--- src/rtl/csr_trap_sequencer_if.sv ---
// Trap/MRET sequencer bundle: pipeline exception reports and CSR snapshots in, CSR write port,
// pipeline control, redirect and privilege update out.
interface csr_trap_sequencer_if #(
  parameter int XLEN = 2
);
  localparam int W = 1 << (XLEN + 4);

  logic         i_exc_valid_fd;
  logic [3:0]   i_exc_code_fd;
  logic [W-1:0] i_exc_pc_fd;
  logic         i_exc_valid_em;
  logic [3:0]   i_exc_code_em;
  logic [W-1:0] i_exc_pc_em;
  logic [W-1:0] i_exc_addr_em;
  logic         i_mret;
  logic         i_wb_csr_we;
  logic [W-1:0] i_mstatus;
  logic [W-1:0] i_mtvec;
  logic [W-1:0] i_mepc;
  logic [1:0]   i_current_priv;

  logic         o_csr_we;
  logic [11:0]  o_csr_addr;
  logic [W-1:0] o_csr_wdata;
  logic         o_stall;
  logic         o_flush;
  logic         o_redirect;
  logic [W-1:0] o_redirect_pc;
  logic         o_priv_we;
  logic [1:0]   o_new_priv;
  logic         o_busy;
  logic         o_disable_exc_1cc;

  modport master (
    input  i_exc_valid_fd, i_exc_code_fd, i_exc_pc_fd,
    input  i_exc_valid_em, i_exc_code_em, i_exc_pc_em, i_exc_addr_em,
    input  i_mret, i_wb_csr_we, i_mstatus, i_mtvec, i_mepc, i_current_priv,
    output o_csr_we, o_csr_addr, o_csr_wdata, o_stall, o_flush,
    output o_redirect, o_redirect_pc, o_priv_we, o_new_priv, o_busy, o_disable_exc_1cc
  );

  modport slave (
    output i_exc_valid_fd, i_exc_code_fd, i_exc_pc_fd,
    output i_exc_valid_em, i_exc_code_em, i_exc_pc_em, i_exc_addr_em,
    output i_mret, i_wb_csr_we, i_mstatus, i_mtvec, i_mepc, i_current_priv,
    input  o_csr_we, o_csr_addr, o_csr_wdata, o_stall, o_flush,
    input  o_redirect, o_redirect_pc, o_priv_we, o_new_priv, o_busy, o_disable_exc_1cc
  );
endinterface

--- src/rtl/csr_trap_sequencer.sv ---
// Owns the machine-mode CSR write port during traps and MRET: writes mepc/mcause/mtval/mstatus
// one per cycle, stalls and flushes the pipeline, redirects the PC and updates privilege.
module csr_trap_sequencer #(
  parameter int XLEN = 2
) (
  input  logic                  i_clk,
  input  logic                  i_rst,
  input  logic                  i_clk_en,
  csr_trap_sequencer_if.master  bus
);
  localparam int W = 1 << (XLEN + 4);

  localparam logic [11:0] CSR_MSTATUS = 12'h300;
  localparam logic [11:0] CSR_MEPC    = 12'h341;
  localparam logic [11:0] CSR_MCAUSE  = 12'h342;
  localparam logic [11:0] CSR_MTVAL   = 12'h343;

  localparam int MIE_BIT  = 3;
  localparam int MPIE_BIT = 7;
  localparam int MPP_LSB  = 11;

  typedef enum logic [3:0] {
    IDLE, DRAIN, T_EPC, T_CAUSE, T_TVAL, T_STATUS, M_STATUS, REDIR, MASK
  } state_t;

  state_t       state, state_nxt;
  logic [3:0]   cap_code;
  logic [W-1:0] cap_pc;
  logic [W-1:0] cap_tval;
  logic         cap_trap;

  // Event arbitration in IDLE: E/M exception beats F/D exception beats MRET.
  logic         take_em, take_fd, take_mret, take_evt;
  logic [3:0]   sel_code;
  logic [W-1:0] sel_pc;
  logic [W-1:0] sel_tval;

  always_comb begin
    take_em   = bus.i_exc_valid_em;
    take_fd   = !bus.i_exc_valid_em && bus.i_exc_valid_fd;
    take_mret = !bus.i_exc_valid_em && !bus.i_exc_valid_fd && bus.i_mret;
    take_evt  = take_em || take_fd || take_mret;
    sel_code  = take_em ? bus.i_exc_code_em : (take_fd ? bus.i_exc_code_fd : 4'd0);
    sel_pc    = take_em ? bus.i_exc_pc_em   : (take_fd ? bus.i_exc_pc_fd   : '0);
    if (take_mret)
      sel_tval = '0;
    else if (sel_code inside {4'd0, 4'd1})
      sel_tval = sel_pc;
    else if (sel_code inside {[4'd4:4'd7]})
      sel_tval = bus.i_exc_addr_em;
    else
      sel_tval = '0;
  end

  // NOTE: sequential state uses non-blocking assignments so every register samples pre-edge values.
  always_ff @(posedge i_clk or negedge i_rst) begin
    if (!i_rst) begin
      state    <= IDLE;
      cap_code <= '0;
      cap_pc   <= '0;
      cap_tval <= '0;
      cap_trap <= 1'b0;
    end else if (i_clk_en) begin
      state <= state_nxt;
      if (state == IDLE && take_evt) begin
        cap_code <= sel_code;
        cap_pc   <= sel_pc;
        cap_tval <= sel_tval;
        cap_trap <= !take_mret;
      end
    end
  end

  logic         csr_we;
  logic [11:0]  csr_addr;
  logic [W-1:0] csr_wdata;
  logic         flush, redirect, priv_we, disable_exc;
  logic [W-1:0] redirect_pc;
  logic [1:0]   new_priv;

  // NOTE: every always_comb output gets a default first so no path leaves it unassigned (no latches).
  always_comb begin
    state_nxt   = state;
    csr_we      = 1'b0;
    csr_addr    = '0;
    csr_wdata   = '0;
    flush       = 1'b0;
    redirect    = 1'b0;
    redirect_pc = '0;
    priv_we     = 1'b0;
    new_priv    = 2'b00;
    disable_exc = 1'b0;
    unique case (state)
      IDLE: begin
        if (take_evt)
          state_nxt = bus.i_wb_csr_we ? DRAIN : (take_mret ? M_STATUS : T_EPC);
      end
      DRAIN: begin
        flush = 1'b1;
        if (!bus.i_wb_csr_we)
          state_nxt = cap_trap ? T_EPC : M_STATUS;
      end
      T_EPC: begin
        flush     = 1'b1;
        csr_we    = 1'b1;
        csr_addr  = CSR_MEPC;
        csr_wdata = {cap_pc[W-1:2], 2'b00};
        state_nxt = T_CAUSE;
      end
      T_CAUSE: begin
        flush     = 1'b1;
        csr_we    = 1'b1;
        csr_addr  = CSR_MCAUSE;
        csr_wdata = {{(W-4){1'b0}}, cap_code};
        state_nxt = T_TVAL;
      end
      T_TVAL: begin
        flush     = 1'b1;
        csr_we    = 1'b1;
        csr_addr  = CSR_MTVAL;
        csr_wdata = cap_tval;
        state_nxt = T_STATUS;
      end
      T_STATUS: begin
        flush                           = 1'b1;
        csr_we                          = 1'b1;
        csr_addr                        = CSR_MSTATUS;
        csr_wdata                       = bus.i_mstatus;
        csr_wdata[MPIE_BIT]             = bus.i_mstatus[MIE_BIT];
        csr_wdata[MIE_BIT]              = 1'b0;
        csr_wdata[MPP_LSB+1:MPP_LSB]    = bus.i_current_priv;
        priv_we                         = 1'b1;
        new_priv                        = 2'b11;
        state_nxt                       = REDIR;
      end
      M_STATUS: begin
        flush                           = 1'b1;
        csr_we                          = 1'b1;
        csr_addr                        = CSR_MSTATUS;
        csr_wdata                       = bus.i_mstatus;
        csr_wdata[MIE_BIT]              = bus.i_mstatus[MPIE_BIT];
        csr_wdata[MPIE_BIT]             = 1'b1;
        csr_wdata[MPP_LSB+1:MPP_LSB]    = 2'b00;
        priv_we                         = 1'b1;
        new_priv                        = bus.i_mstatus[MPP_LSB+1:MPP_LSB];
        state_nxt                       = REDIR;
      end
      REDIR: begin
        flush       = 1'b1;
        redirect    = 1'b1;
        // Exceptions always go to the mtvec base; vectored mode only matters for interrupts.
        redirect_pc = cap_trap ? {bus.i_mtvec[W-1:2], 2'b00} : bus.i_mepc;
        state_nxt   = MASK;
      end
      MASK: begin
        disable_exc = 1'b1;
        state_nxt   = IDLE;
      end
      default: state_nxt = IDLE;
    endcase
  end

  logic unused_mtvec_mode;
  assign unused_mtvec_mode = ^bus.i_mtvec[1:0];

  assign bus.o_csr_we          = csr_we;
  assign bus.o_csr_addr        = csr_addr;
  assign bus.o_csr_wdata       = csr_wdata;
  assign bus.o_stall           = (state != IDLE);
  assign bus.o_busy            = (state != IDLE);
  assign bus.o_flush           = flush;
  assign bus.o_redirect        = redirect;
  assign bus.o_redirect_pc     = redirect_pc;
  assign bus.o_priv_we         = priv_we;
  assign bus.o_new_priv        = new_priv;
  assign bus.o_disable_exc_1cc = disable_exc;
endmodule

--- src/flat_wrapper.sv ---
// flat-port wrapper written by rule: the top's interface ports become plain ports
module csr_trap_sequencer_flat 
#(
  parameter int XLEN = 2
)
  (i_clk, i_rst, i_clk_en, bus_i_exc_valid_fd, bus_i_exc_code_fd, bus_i_exc_pc_fd, bus_i_exc_valid_em, bus_i_exc_code_em, bus_i_exc_pc_em, bus_i_exc_addr_em, bus_i_mret, bus_i_wb_csr_we, bus_i_mstatus, bus_i_mtvec, bus_i_mepc, bus_i_current_priv, bus_o_csr_we, bus_o_csr_addr, bus_o_csr_wdata, bus_o_stall, bus_o_flush, bus_o_redirect, bus_o_redirect_pc, bus_o_priv_we, bus_o_new_priv, bus_o_busy, bus_o_disable_exc_1cc);
  csr_trap_sequencer_if #(.XLEN(XLEN)) bus_i ();
  input  logic i_clk;
  input  logic i_rst;
  input  logic i_clk_en;
  input wire logic [$bits(bus_i.i_exc_valid_fd)-1:0] bus_i_exc_valid_fd;
  input wire logic [$bits(bus_i.i_exc_code_fd)-1:0] bus_i_exc_code_fd;
  input wire logic [$bits(bus_i.i_exc_pc_fd)-1:0] bus_i_exc_pc_fd;
  input wire logic [$bits(bus_i.i_exc_valid_em)-1:0] bus_i_exc_valid_em;
  input wire logic [$bits(bus_i.i_exc_code_em)-1:0] bus_i_exc_code_em;
  input wire logic [$bits(bus_i.i_exc_pc_em)-1:0] bus_i_exc_pc_em;
  input wire logic [$bits(bus_i.i_exc_addr_em)-1:0] bus_i_exc_addr_em;
  input wire logic [$bits(bus_i.i_mret)-1:0] bus_i_mret;
  input wire logic [$bits(bus_i.i_wb_csr_we)-1:0] bus_i_wb_csr_we;
  input wire logic [$bits(bus_i.i_mstatus)-1:0] bus_i_mstatus;
  input wire logic [$bits(bus_i.i_mtvec)-1:0] bus_i_mtvec;
  input wire logic [$bits(bus_i.i_mepc)-1:0] bus_i_mepc;
  input wire logic [$bits(bus_i.i_current_priv)-1:0] bus_i_current_priv;
  output wire logic [$bits(bus_i.o_csr_we)-1:0] bus_o_csr_we;
  output wire logic [$bits(bus_i.o_csr_addr)-1:0] bus_o_csr_addr;
  output wire logic [$bits(bus_i.o_csr_wdata)-1:0] bus_o_csr_wdata;
  output wire logic [$bits(bus_i.o_stall)-1:0] bus_o_stall;
  output wire logic [$bits(bus_i.o_flush)-1:0] bus_o_flush;
  output wire logic [$bits(bus_i.o_redirect)-1:0] bus_o_redirect;
  output wire logic [$bits(bus_i.o_redirect_pc)-1:0] bus_o_redirect_pc;
  output wire logic [$bits(bus_i.o_priv_we)-1:0] bus_o_priv_we;
  output wire logic [$bits(bus_i.o_new_priv)-1:0] bus_o_new_priv;
  output wire logic [$bits(bus_i.o_busy)-1:0] bus_o_busy;
  output wire logic [$bits(bus_i.o_disable_exc_1cc)-1:0] bus_o_disable_exc_1cc;
  assign bus_i.i_exc_valid_fd = bus_i_exc_valid_fd;
  assign bus_i.i_exc_code_fd = bus_i_exc_code_fd;
  assign bus_i.i_exc_pc_fd = bus_i_exc_pc_fd;
  assign bus_i.i_exc_valid_em = bus_i_exc_valid_em;
  assign bus_i.i_exc_code_em = bus_i_exc_code_em;
  assign bus_i.i_exc_pc_em = bus_i_exc_pc_em;
  assign bus_i.i_exc_addr_em = bus_i_exc_addr_em;
  assign bus_i.i_mret = bus_i_mret;
  assign bus_i.i_wb_csr_we = bus_i_wb_csr_we;
  assign bus_i.i_mstatus = bus_i_mstatus;
  assign bus_i.i_mtvec = bus_i_mtvec;
  assign bus_i.i_mepc = bus_i_mepc;
  assign bus_i.i_current_priv = bus_i_current_priv;
  assign bus_o_csr_we = bus_i.o_csr_we;
  assign bus_o_csr_addr = bus_i.o_csr_addr;
  assign bus_o_csr_wdata = bus_i.o_csr_wdata;
  assign bus_o_stall = bus_i.o_stall;
  assign bus_o_flush = bus_i.o_flush;
  assign bus_o_redirect = bus_i.o_redirect;
  assign bus_o_redirect_pc = bus_i.o_redirect_pc;
  assign bus_o_priv_we = bus_i.o_priv_we;
  assign bus_o_new_priv = bus_i.o_new_priv;
  assign bus_o_busy = bus_i.o_busy;
  assign bus_o_disable_exc_1cc = bus_i.o_disable_exc_1cc;
  csr_trap_sequencer #(.XLEN(XLEN)) u_core (.i_clk(i_clk), .i_rst(i_rst), .i_clk_en(i_clk_en), .bus(bus_i));
endmodule
--- config.mk ---
export PLATFORM = sky130hd
export DESIGN_NAME = csr_trap_sequencer_flat
export DESIGN_NICKNAME = d
export VERILOG_FILES = /design/src/rtl/csr_trap_sequencer_if.sv /design/src/rtl/csr_trap_sequencer.sv /design/src/flat_wrapper.sv
export SDC_FILE = /design/constraint.sdc
export NUM_CORES = 1
export LEC_CHECK = 0
export ABC_AREA = 0
export CORE_AREA = 10 10 207 209
export DETAILED_ROUTE_END_ITERATION = 6
export DIE_AREA = 0 0 217 219
export DONT_BUFFER_PORTS = 1
export SLEW_MARGIN = 20
export SYNTH_ARGS = -nofsm -noshare
export SYNTH_HDL_FRONTEND = slang
export SYNTH_SLANG_ARGS = --single-unit
--- constraint.sdc ---
create_clock -name i_clk -period 1.9 [get_ports i_clk]
set_input_delay 0.38 -clock i_clk [delete_from_list [all_inputs] [get_ports i_clk]]
set_output_delay 0.38 -clock i_clk [all_outputs]
set_load 0.02 [all_outputs]
Word level (Yosys, flattened, before mapping) --
Index checks and enable logic that the tools add are counted. W data, S select, Z words.
Word-level totals: logic and storage cells 60, flip-flop bits (word level) 137, input port bits 401, output and inout bits 149
Cells by class: muxes and demuxes 23, equal/unequal tests 11, reductions and logical operators 19, order comparisons 2
Operators with widths (number):
- $mux W64 | 7
- $pmux W64 S5 | 1
- $pmux W10 S4 | 1
- $pmux W4 S7 | 1
- $mux W4 | 5
- $eq A4 B3 Y1 const B | 4
- $eq A4 B1 Y1 const B | 2
- $eq A4 B2 Y1 const B | 2
- $logic_not A4 Y1 | 2
- $reduce_or A7 Y1 | 1
- $mux W3 | 2
- $logic_and A1 B1 Y1 | 5
- $mux W1 | 5
- $reduce_or A5 Y1 | 1
- $eq A4 B4 Y1 const B | 1
- $ge A4 B3 Y1 const B | 1
- $le A4 B3 Y1 const B | 1
- $pmux W2 S2 | 1
- $reduce_bool A4 Y1 | 1
- $logic_not A1 Y1 | 3
- $reduce_and A3 Y1 | 1
- $logic_or A1 B1 Y1 | 2
- $ne A2 B1 Y1 const B | 1
- $ne A2 B2 Y1 const B | 1
- other kinds (3) | 3

Logic depth before layout (Yosys ltp) --
depth in word-level cells 9, mapped depth 7, gate-level depth less buffers 5

Worst setup path before layout --
Ideal clock, no wire load.
kind reg2out, start point register u_core.state[0], end point output bus_o_csr_addr[9], data required time 1.520 ns, stages on the path, launching flop included 7, slack -0.241 ns, arrival time 1.761 ns, buffers on the path 3, cells stage by stage dfrtp_1 > buf_2 > clkbuf_1 > nand3b_1 > a21oi_1 > or3_1 > buf_4
On the way: longest elaborated chain between the ends 3, elaborated cells on any way between the ends 7, those cells by class eq/ne: 5; mux: 1; reduce/logical: 1
RTL lines:
- from (decl) | line csr_trap_sequencer.sv:26 | state_t state, state_nxt;
- from (signal assigned) | line csr_trap_sequencer.sv:64 | state <= state_nxt;
- $eq A4 B3 Y1 | line csr_trap_sequencer.sv:93 | unique case (state)
- $reduce_or A2 Y1 (no source line)
- $pmux W10 S4 * | line csr_trap_sequencer.sv:93
- to (decl) | line flat_wrapper.sv:25 | output wire logic [$bits(bus_i.o_csr_addr)-1:0] bus_o_csr_addr;
Every way passes the cells marked *; elsewhere a longest branch is shown, timed or not.

Worst setup path in the final report --
start point register u_core.state[1], end point output bus_o_csr_wdata[11]
On the way: longest elaborated chain between the ends 2, elaborated cells on any way between the ends 6, those cells by class eq/ne: 5; mux: 1
RTL lines:
- $eq A4 B3 Y1 or $eq A4 B2 Y1 (tied branches) | line csr_trap_sequencer.sv:93
- $pmux W64 S5 * | line csr_trap_sequencer.sv:93
- to (decl) | line flat_wrapper.sv:26 | output wire logic [$bits(bus_i.o_csr_wdata)-1:0] bus_o_csr_wdata;
Marks and branches as above.

==> impl_metrics.toml <==
[sta]
worstMarginPinSlew_ns = 0.580
fmax_mhz = 393
finClkSkew_ns = 0.0116
slew_viol_final = 0
rsz0062_at_grt = "true"
post-route-min-period_ns = 2.55
setup_ws_ns = -0.646
hold_viol = 135
fin_crit_sh_pct = 134
setup_viol = 276
hold_ws_ns = -0.355
slew_headroom_pct = 60.2

[cts]
clock_latency_ns = 0.43
cts_buffers = 17
clockRootBuffer = "clkbuf_16"
htree_levels = 4
cts_sinks = 135
clk_pin_slew_worst_paths_ns = 0.06
clock_path_buffers = 2
cts_tree = "yes"

[finish]
post-route-cell-area_um2 = 14200
drive_gt1_share_pct = 47.2
fillers = 3763
final-seq-area_um2 = 3390
instances_no_fill = 1644
final_common_cell = "dfrtp_1"
finalNetCount = 1514
multiInputGateArea_um2 = 5890
mostFrequentLayoutCells = "dfrtp_1, nand2_1, buf_6"
syn2layout_area_growth_pct = 69.7
insertedDiodeCount = 0

[global_routing]
gr-total-overflow = 0
grt_pass1_wl_um = 58700
grt_pass1_vias = 8576
antenna_found_initial = 1
grt_max_degree = 136
grt_util_all_layers_pct = 16.4

[placed_design]
hpwl_um = 31100
port_buffers = 0
place.gp.congestion = 0.869
pre_cts_ws_ns = -0.314
placement.cell_area_um2 = 10000
post-place-cells = 1510

[logic_synthesis]
ys_ff_latch = 135
ys.flop_type = "dfrtp_1"
synth_area_per_cell_um2 = 8.81
synth-async-reset-ratio_pct = 100
netlist_area_um2 = 8340
ys_warn_count = 0
synth_edf_count = 0
synthCells = 946
seq_area_frac_synth_pct = 40.5
ys_types = 45

[worst_setup_path]
cp_common_cell = "buf_6"
cp-end-kind = "output port"
critPathSlowestCell = "a222oi_1"
path_cells = "buf_6 > nor4b_4 > buf_6 > buf_12 > a222oi_1 > inv_1"
r2r_setup_slack_ns = -0.38
cpPeakStageDelay_ns = 0.55
worst-endpoint-required_ns = 1.52
start_kind = "register"
ff2ff_path_depth = 9
critical_path_class = "reg2out"
worstPathMaxFanout = 4
crit_arrival_ns = 2.17

[drt]
vias_per_cell = 5.48
ant_nets = 0
initialDrtViolationCount = 895
vias = 9009
first_pass_iters = 5
drcViolationCount = 0
wirelength_um = 48800
avgRoutedWirePerCell_um = 29.7

[outcome]
outcome = "complete, but fails checks"
violations = "hold timing, setup timing"

[pwr]
p_per_area_nw_per_um2 = 1630
leakagePower_nw = 5.99
total_power_mw = 23.0
vdd_drop_max_v = 0.000644

[floorplanning]
start_util_pct = 21.6
ios = 550
die_w_um = 217
rows = 72
dieArea_um2 = 47500
die_y_um = 219
core-area_um2 = 38600

[worst_hold_path]
hp-class = "in2async"

[flow_run]
cap_viol_max_count = 0
-- final cells by class --
cell class | instances | share of cell area (%)
clock buffer | 19 | 3.06
inverter | 7 | 0.230
sequential | 135 | 23.9
clock inverter | 13 | 1.27
timing repair buffer | 252 | 25.3
tap | 518 | 4.58
multi-input combinational | 700 | 41.6
-- where the power goes --
group | internal [mW] | leakage, nW | switching (mW) | total, mW
sequential | 4.17 | 1.75 | 0.981 | 5.15
combinational | 6.81 | 3.95 | 7.50 | 14.3
clock | 2.19 | 0.293 | 1.37 | 3.56
-- metal layers --
metal / vias up / share of wire [%] / GRT usage, %
li1: 3880 / - / -
met1: 4499 / 40 / 20.2
met2: 548 / 49 / 26.5
met3: 80 / 8.6 / 5.74
met4: 2 / 2.4 / 4.43
met5: - / 0.027 / 0
-- synthesized netlist by cell type (2+ instances only) --
| master | instances | area share, % |
|---|---|---|
| a21oi_1 | 4 | 0.24 |
| a221o_1 | 66 | 7.9 |
| a222oi_1 | 4 | 0.48 |
| a22o_1 | 7 | 0.74 |
| a22oi_1 | 120 | 11 |
| and2_0 | 4 | 0.30 |
| buf_1 | 15 | 0.68 |
| buf_2 | 17 | 1.0 |
| buf_4 | 12 | 1.1 |
| buf_6 | 8 | 1.1 |
| clkbuf_1 | 59 | 2.7 |
| dfrtp_1 | 135 | 41 |
| inv_1 | 7 | 0.32 |
| mux2_2 | 4 | 0.54 |
| mux2i_1 | 62 | 7.4 |
| nand2_1 | 183 | 8.2 |
| nand3_1 | 4 | 0.24 |
| nand3b_1 | 2 | 0.18 |
| nor2_1 | 70 | 3.2 |
| nor2b_1 | 2 | 0.15 |
| nor3_1 | 2 | 0.12 |
| nor3b_1 | 3 | 0.27 |
| nor4_1 | 60 | 4.5 |
| nor4_4 | 2 | 0.51 |
| o21a_1 | 3 | 0.27 |
| o21ai_0 | 70 | 4.2 |
| or2_2 | 2 | 0.15 |
| or3_1 | 2 | 0.15 |
-- sequential cells by signal (all words and copies together) (netlist names) --
register,count
u_core.cap_trap,1
u_core.cap_pc,62
u_core.state,4
u_core.cap_code,4
u_core.cap_tval,64
-- cell families after synthesis --
kind of cell              Yosys count  synth area share [%]
AOI/OAI and AO/OA                 282                  25.7
and+or+nand+nor                   343                  18.8
DFF                               135                  40.5
muxes                              66                  7.98
other                               1                0.0450
buffers and inverters             118                  6.83
xor gates and xnor gates            1                 0.105
-- stage by stage --
step / utilization (%) / TNS [ns] / hold WS [ns]
final: 36.7 / -98.51 / -0.355
after global routing: 36.7 / -124.15 / -0.395
after CTS: 30.5 / -83.13 / -0.404
after detailed placement: 26.0 / -19.02 / 0.0900
after global placement: 26.0 / -14.43 / 0.0895
after floorplan: - / 0 / 0.0844
-- critical path: cells and delay by family (launching register included) --
| kind | cells | cell delay (ns) |
|---|---|---|
| AO/OA/AOI/OAI | 1 | 0.55 |
| buffers and inverters | 4 | 0.64 |
| flip-flops | 1 | 0.41 |
| AND/OR/NAND/NOR | 1 | 0.12 |
-- final timing paths --
check | from | endpoint
hold / removal | i_rst | u_core.cap_pc[36]$_DFFE_PN0P_
setup / recovery | u_core.state[1]$_DFFE_PN0P_ | bus_o_csr_wdata[11]
max in group asynchronous | i_rst | u_core.cap_trap$_DFFE_PN0P_
hold reg to reg | u_core.cap_pc[16]$_DFFE_PN0P_ | u_core.cap_pc[16]$_DFFE_PN0P_
min in group i_clk | i_clk_en | u_core.state[0]$_DFFE_PN0P_
setup reg to reg | u_core.state[0]$_DFFE_PN0P_ | u_core.cap_pc[3]$_DFFE_PN0P_
-- timing repair --
| action | 4_1_cts | 5_1_grt |
|---|---|---|
| endpoints found under the setup margin | 211 | 271 |
| gates cloned | 10 | 34 |
| setup buffers | 23 | 40 |
| pin swaps | 25 | 175 |
| gates resized for setup | 186 | 311 |
| endpoints found under the hold margin | 135 | 135 |
(Power assumes the default switching activity.)
